<file path="config.mk">
export PLATFORM = sky130hd
export DESIGN_NAME = parking_gate_ctrl
export DESIGN_NICKNAME = d
export VERILOG_FILES = /design/src/rtl/parking_gate_ctrl.sv
export SDC_FILE = /design/constraint.sdc
export NUM_CORES = 1
export LEC_CHECK = 0
export CAP_MARGIN = 20
export CORE_MARGIN = 1
export CORE_UTILIZATION = 30
export CTS_CLUSTER_SIZE = 14
export DETAILED_ROUTE_END_ITERATION = 16
export SLEW_MARGIN = 25
export SYNTH_ARGS = -nofsm -noshare
export SYNTH_HDL_FRONTEND = slang
export SYNTH_SLANG_ARGS = --single-unit
export TNS_END_PERCENT = 1
</file>
<file path="constraint.sdc">
create_clock -name clk -period 4.6 [get_ports clk]
set_input_delay 0.92 -clock clk [delete_from_list [all_inputs] [get_ports clk]]
set_output_delay 0.92 -clock clk [all_outputs]
set_load 0.005 [all_outputs]
</file>
<file path="src/rtl/parking_gate_ctrl.sv">
// Barrier gate sequencer for a shared entry/exit lane: arbitration, motor phases, lot occupancy.
// Build option: define EXIT_PRIORITY_EN for fixed exit-wins-tie arbitration (default is round-robin).
module parking_gate_ctrl #(
  parameter int unsigned CAPACITY   = 8,
  parameter int unsigned CNT_W      = 4,
  parameter int unsigned OPEN_TICKS = 2,
  parameter int unsigned HOLD_TICKS = 5
) (
  input  logic             clk,
  input  logic             reset,
  input  logic             tick_1hz,
  input  logic             tick_2hz,
  input  logic             entry_req,
  input  logic             exit_req,
  input  logic             car_passed,
  output logic             grant_entry,
  output logic             grant_exit,
  output logic             gate_up,
  output logic             gate_down,
  output logic             gate_open,
  output logic [CNT_W-1:0] occupancy,
  output logic             full,
  output logic             full_led,
  output logic             busy
);

  localparam int unsigned MAX_TICKS = (OPEN_TICKS > HOLD_TICKS) ? OPEN_TICKS : HOLD_TICKS;
  localparam int unsigned TMR_W     = $clog2(MAX_TICKS + 1);
  localparam logic [CNT_W-1:0] CAP_VAL   = CNT_W'(CAPACITY);
  localparam logic [TMR_W-1:0] OPEN_LAST = TMR_W'(OPEN_TICKS - 1);
  localparam logic [TMR_W-1:0] HOLD_LAST = TMR_W'(HOLD_TICKS - 1);

  typedef enum logic [1:0] {
    IDLE      = 2'd0,
    OPENING   = 2'd1,
    OPEN_HOLD = 2'd2,
    CLOSING   = 2'd3
  } state_t;

  state_t           state;
  state_t           state_next;
  logic [TMR_W-1:0] timer;
  logic [TMR_W-1:0] timer_next;
  logic [CNT_W-1:0] occ_next;
  logic             grant_entry_next;
  logic             grant_exit_next;
  logic             entry_valid;
  logic             exit_valid;
  logic             pick_exit;
`ifndef EXIT_PRIORITY_EN
  logic             last_exit;
  logic             last_exit_next;
`endif

  // Next-state, grant, occupancy and phase-timer logic
  always_comb begin
    state_next       = state;
    grant_entry_next = grant_entry;
    grant_exit_next  = grant_exit;
    occ_next         = occupancy;
    pick_exit        = 1'b0;
`ifndef EXIT_PRIORITY_EN
    last_exit_next   = last_exit;
`endif
    entry_valid      = entry_req && !full;
    exit_valid       = exit_req && (occupancy != '0);

    case (state)
      IDLE: begin
        if (entry_valid || exit_valid) begin
`ifdef EXIT_PRIORITY_EN
          pick_exit      = exit_valid;
`else
          pick_exit      = exit_valid && (!entry_valid || !last_exit);
          last_exit_next = pick_exit;
`endif
          grant_exit_next  = pick_exit;
          grant_entry_next = !pick_exit;
          state_next       = OPENING;
        end
      end
      OPENING: begin
        if (tick_1hz && (timer == OPEN_LAST)) state_next = OPEN_HOLD;
      end
      OPEN_HOLD: begin
        // A car_passed coinciding with the last hold tick still counts
        if (car_passed) begin
          if (grant_entry) begin
            if (occupancy != CAP_VAL) occ_next = occupancy + CNT_W'(1);
          end else if (occupancy != '0) begin
            occ_next = occupancy - CNT_W'(1);
          end
          state_next = CLOSING;
        end else if (tick_1hz && (timer == HOLD_LAST)) begin
          state_next = CLOSING;
        end
      end
      CLOSING: begin
        if (tick_1hz && (timer == OPEN_LAST)) begin
          state_next       = IDLE;
          grant_entry_next = 1'b0;
          grant_exit_next  = 1'b0;
        end
      end
      default: state_next = IDLE;
    endcase

    if (state_next != state) timer_next = '0;
    else if (tick_1hz)       timer_next = timer + TMR_W'(1);
    else                     timer_next = timer;
  end

  // State register and registered Moore outputs
  always_ff @(posedge clk) begin
    if (reset) begin
      state       <= IDLE;
      timer       <= '0;
      grant_entry <= 1'b0;
      grant_exit  <= 1'b0;
      gate_up     <= 1'b0;
      gate_down   <= 1'b0;
      gate_open   <= 1'b0;
      busy        <= 1'b0;
      occupancy   <= '0;
      full        <= 1'b0;
      full_led    <= 1'b0;
`ifndef EXIT_PRIORITY_EN
      last_exit   <= 1'b1;
`endif
    end else begin
      state       <= state_next;
      timer       <= timer_next;
      grant_entry <= grant_entry_next;
      grant_exit  <= grant_exit_next;
      gate_up     <= (state_next == OPENING);
      gate_open   <= (state_next == OPEN_HOLD);
      gate_down   <= (state_next == CLOSING);
      busy        <= (state_next != IDLE);
      occupancy   <= occ_next;
      full        <= (occ_next == CAP_VAL);
      if (!full)         full_led <= 1'b0;
      else if (tick_2hz) full_led <= !full_led;
`ifndef EXIT_PRIORITY_EN
      last_exit   <= last_exit_next;
`endif
    end
  end

endmodule

</file>
# Word-level counts from Yosys, hierarchy flattened
# Index checks and enable logic that the tools add are counted.
op_classes:
  addsub: 3
  eq_ne: 13
  muxes: 16
  bitwise_logic: 1
  n_reduce_logical: 20
op_table:
  columns: ["cell", "n"]
  rows:
  - ["4-bit two-way mux", 5]
  - ["2-bit two-way mux", 5]
  - ["2-bit == test, second input constant", 4]
  - ["2-bit one-hot mux with 4 select lines", 1]
  - ["1-bit logical AND", 5]
  - ["1-bit logical NOT", 5]
  - ["4-bit by 1-bit adder with 4-bit output, second input constant", 1]
  - ["2-bit by 1-bit == test with 1-bit output, second input constant", 2]
  - ["4-bit == test, second input constant", 1]
  - ["2-bit inequality test, second input constant", 2]
  - ["4-bit inequality test, second input constant", 1]
  - ["1-bit one-hot mux with 2 select lines", 2]
  - ["2-bit nonzero test", 2]
  - ["4-bit nonzero test", 1]
  - ["2-bit OR reduction", 2]
  - ["4-bit by 1-bit subtractor with 4-bit output, second input constant", 1]
  - ["3-bit by 1-bit adder with 3-bit output, second input constant", 1]
  - ["3-bit by 1-bit == test with 1-bit output, second input constant", 1]
  - ["3-bit == test, second input constant", 1]
  - ["1-bit two-way mux", 3]
  - ["3-bit AND reduction", 1]
  - ["2-bit logical NOT", 1]
  - ["1-bit logical OR", 2]
  - ["2-bit inequality test", 1]
  - ["other kinds (2)", 2]
word_totals:
  regBits: 18
  input_bits: 7
  output_inout_bits: 12
  elab_cells: 65

# Longest topological paths before layout
depth:
  depth_word: 8
  ltp_mapped: 6
  depth_no_buf: 6

# Worst setup path before layout
# Ideal clock, no wire load.
synth_path:
  path_type: "input to register"
  from: "input tick_1hz"
  to: "register grant_entry"
  setup_time_ns: 0.132
  arrival_time_ns: 1.758
  t_required_ns: 4.468
  slack_ns: 2.710
  path_stages: 5
  path_buffers: 1
  cell_sequence: "clkbuf_1 > nand4b_1 > or2_2 > o211ai_1 > a21oi_1"
synth_via:
  elab_chain_len: 3
synth_rtl:
  columns: ["item", "line", "text"]
  rows:
  - ["from (decl)", "11", "input logic tick_1hz,"]
  - ["1-bit logical AND", "99", "if (tick_1hz && (timer == OPEN_LAST)) begin"]
  - ["2-bit inequality test (no line)", null, null]
  - ["3-bit AND reduction (no line)", null, null]
  - ["to (signal assigned)", "133", "grant_entry <= grant_entry_next;"]
  - ["to (decl)", "16", "output logic grant_entry,"]
# Every way passes these cells.
# A chain may end at the register's enable or synchronous reset.

# Worst setup path after layout
layout_path:
  from: "register grant_entry"
  to: "output grant_entry"
# No word-level cell between the ends.

==> summary.md <==
| Metric | Value |
|---|---|
| Primary FF master, synth | `dfxtp_1` |
| DRC viols | `0` |
| Remaining Overflow, GRT | `0` |
| Final nets | `approximately 140` |
| N_diodes | `0` |
| CP Launch Type | `flop` |
| CTS sink cnt | `18` |
| Clock power frac | `a little under a third` |
| Pins Over Slew Limit | `0` |
| Layout cell share with drive strength beyond 1 | `about 8%` |
| Final Hold Viols | `0` |
| Outcome | `finished clean` |
| Number of max-cap violations | `0` |
| Cell Chain, Critical Path | `clkdlybuf4s50_1` |
| Count of final setup violators | `0` |
| Reg2reg start | `occupancy[0]$_SDFF_PP0_` |
| Crit Path Class | `reg -> out` |
| Total global-route track usage | `12.9%` |
| Initial antenna violation count | `0` |
| Slowest CP cell | `clkdlybuf4s50_1` |
| FP Rows | `20` |
| Cell count after synthesis | `approximately 110` |
| Gpl congestion | `between 0.8 and 0.9` |
| CTS tree | `done` |
| Routed WL | `slightly above 2000 µm` |
| Crit path required time | `3.68 ns` |
| Worst Path Max Fanout | `10` |
| Port Buf Inserts | `18` |
| R2r worst-path depth | `6` |
| Family with the most delay on the worst path | `buffers and inverters` |
| Hold Crit Class | `reg -> reg` |
| Postcts setup bufs | `0` |
| P&R area growth vs syn | `25.5%` |
| Worst Setup End Kind | `output port` |
| Final Cell Area | `approximately 0.0012 mm²` |
| Synth Net Count | `between 100 and 150` |
| Part of the cycle the worst path needs | `50.5%` |
| Synth Register Bits | `18` |
| Setup WS post-layout | `between 2 and 2.5 ns` |
| Core Box Area | `slightly above 0.003 mm²` |
| Gate power share | `between 10% and 20%` |
| Top Ports | `19` |
| R2R Setup Slk | `2.76 ns` |
| DP Worst Slack | `2.10 ns` |
| Clock tree buffer depth | `2` |
| Reg power frac | `55.5%` |
| Peak supply drop | `~0.16 mV` |
| Post-synth EDFFs | `0` |
| Unrepaired setup endpoints after global routing | `no` |
| CTS-repair resized insts | `0` |
| Tightest Pin Transition | `0.387 ns` |
| Post-route antenna net violation count | `0` |
| FFs w/ async S/R, synth | `0%` |
| Placed cell areas | `about 0.0012 mm²` |
| Vias | `824` |
| Leak pwr | `0.451 nW` |
| Initial Util | `31.8%` |
| Bufs and invs on worst path | `1` |
| Synth cell types | `40` |
| Slew HR | `between 70% and 80%` |
| Min-delay src | `grant_exit$_SDFFE_PP0P_` |
| Die ar. | `0.00346 mm²` |
| Final TNS setup | `0 ns` |
| Seq/Total Area, Yosys | `approximately 37%` |
| WHS | `just under 0.5 ns` |
| Via density | `around 4.9` |
| Worst Hold Path EP | `grant_exit$_SDFFE_PP0P_` |
| Initial DRC count | `4` |
| Num CTS Buffers | `3` |
| Horiz. Die Dim | `58.9 µm` |
| Power Dens Cells | `250 mW/mm²` |
| Yosys warnings | `0` |
| Sw Share | `between 20% and 30%` |
| Highest clock rate | `roughly 0.43 GHz` |
| Largest stage delay, worst path | `0.57 ns` |
| Psw | `roughly 0.073 mW` |
| H-tree Lvls | `1` |
| Die Y | `slightly below 60 µm` |
| Hpwl dp | `roughly 1600 µm` |
| Fin crit period | `2.32 ns` |
| Hold Crit Depth | `2` |
| Clock root buffer | `clkbuf_4` |
| First drt pass iteration count | `4` |
| RR Endpoint | `timer[0]$_SDFFE_PP0P_` |
| Mapped Area | `970 µm²` |
| Worst Skew | `between 0.001 and 0.0015 ns` |
| Vias in the first global route | `757` |
| Clock latency on the worst-skew pair | `about 0.29 ns` |
| Clock-pin transition on the worst setup and hold timing paths | `about 0.10 ns` |
| Hold_buf cts | `0` |
| Pin count of the biggest net entering global routing | `12` |
| Worst Path Arrival | `about 1.4 ns` |
| Routed WL per cell | `11.9 µm` |
| Int Power | `around 0.23 mW` |
| Syn avg cell area | `roughly 9.1 µm²` |
| Global-route wire length before repair | `3370 µm` |
[Yosys cell counts, types with 2 or more instances]
| cell | n | share of area [%] |
|---|---|---|
| dfxtp_1 | 18 | 37 |
| nor2b_1 | 4 | 2.6 |
| a211oi_1 | 3 | 2.3 |
| nand3b_1 | 3 | 2.3 |
| and2_1 | 4 | 2.6 |
| inv_1 | 9 | 3.5 |
| nand4b_1 | 2 | 1.8 |
| nor4b_1 | 2 | 1.8 |
| o22ai_1 | 2 | 1.3 |
| a31oi_1 | 3 | 1.9 |
| ha_1 | 5 | 6.5 |
| o21ai_0 | 3 | 1.5 |
| or2_2 | 2 | 1.3 |
| xor2_1 | 2 | 1.8 |
| nor3_1 | 3 | 1.5 |
| clkbuf_1 | 2 | 0.77 |
| and3_1 | 4 | 2.6 |
| nor2_1 | 2 | 0.77 |
| nand2b_1 | 2 | 1.3 |
| nand2_1 | 6 | 2.3 |
| xnor2_1 | 3 | 2.7 |
| a21oi_1 | 4 | 2.1 |
| o211ai_1 | 2 | 1.5 |
[logic make-up after synthesis]
| group | after synthesis | share of synthesized area [%] |
|---|---|---|
| simple gates | 40 | 25.7 |
| flops | 18 | 37.2 |
| xor+xnor | 5 | 4.52 |
| buf+inv | 13 | 5.93 |
| mux | 1 | 1.03 |
| fa+ha+maj | 5 | 6.45 |
| compound gates | 25 | 19.2 |
[power groups by stage]
stage | Combinational [mW] | Sequential, mW | Clock [mW]
finish | 0.0400 | 0.169 | 0.0952
detailed placement | 0.0401 | 0.172 | 0
CTS | 0.0405 | 0.169 | 0.0999
global route | 0.0453 | 0.170 | 0.106
floorplan | 0.0248 | 0.170 | 0
global placement | 0.0394 | 0.172 | 0
[state kept, by name, summed over array words and instances, names as in the netlist]
| name | flops |
|---|---|
| timer | 3 |
| gate_down | 1 |
| last_exit | 1 |
| grant_entry | 1 |
| grant_exit | 1 |
| state | 2 |
| gate_open | 1 |
| full_led | 1 |
| occupancy | 4 |
| gate_up | 1 |
| full | 1 |
| busy | 1 |
[final cells by class]
type | count | area (µm²)
clock buffer | 4 | 36.3
fill | 331 | 1840
inverter | 9 | 33.8
multi-input combinational | 76 | 552
sequential | 18 | 360
tap | 44 | 55.1
timing repair buffer | 18 | 180
[metrics by stage]
step | power, mW | cells | util (%)
after global placement | 0.211 | 165 | 38.7
after CTS | 0.309 | 169 | 39.9
after detailed placement | 0.213 | 165 | 38.7
after global routing | 0.322 | 169 | 39.9
final | 0.304 | 169 | 39.9
after floorplan | 0.195 | 107 | -
[cell usage in the layout (no fill, tap or decap), drive strengths merged, types with 2 or more instances in the layout]
master,instances
and3,4
nor4b,2
nand2,6
or2,2
o21ai,3
o22ai,2
a21oi,5
and2,4
nor2,2
nand2b,2
clkdlybuf4s50,18
nor2b,4
o211ai,3
clkbuf,4
a211oi,3
inv,9
xor2,2
a31oi,3
nand3b,3
nor3,3
dfxtp,18
xnor2,3
nand4b,2
ha,5
[metal layers]
layer  wire length (µm)  up-vias  GRT usage, %
met3                 68        2          3.96
met2                976       12          22.7
met1                953      386          15.4
li1                   -      424             -
met5                  0        -             0
met4                 14        0          3.06
[how the worst max path moves through the flow]
stage	slack (ns)	depth (start not counted)	start	endpoint
global placement	2.18	5	car_passed	full$_SDFF_PP0_
global route	2.21	1	grant_entry$_SDFFE_PP0P_	grant_entry
finish	2.28	1	grant_entry$_SDFFE_PP0P_	grant_entry
floorplan	2.71	5	tick_1hz	grant_entry$_SDFFE_PP0P_
detailed placement	2.10	5	car_passed	full$_SDFF_PP0_
CTS	2.27	1	grant_entry$_SDFFE_PP0P_	grant_entry
Note: power is estimated with default switching activity, not from simulation.
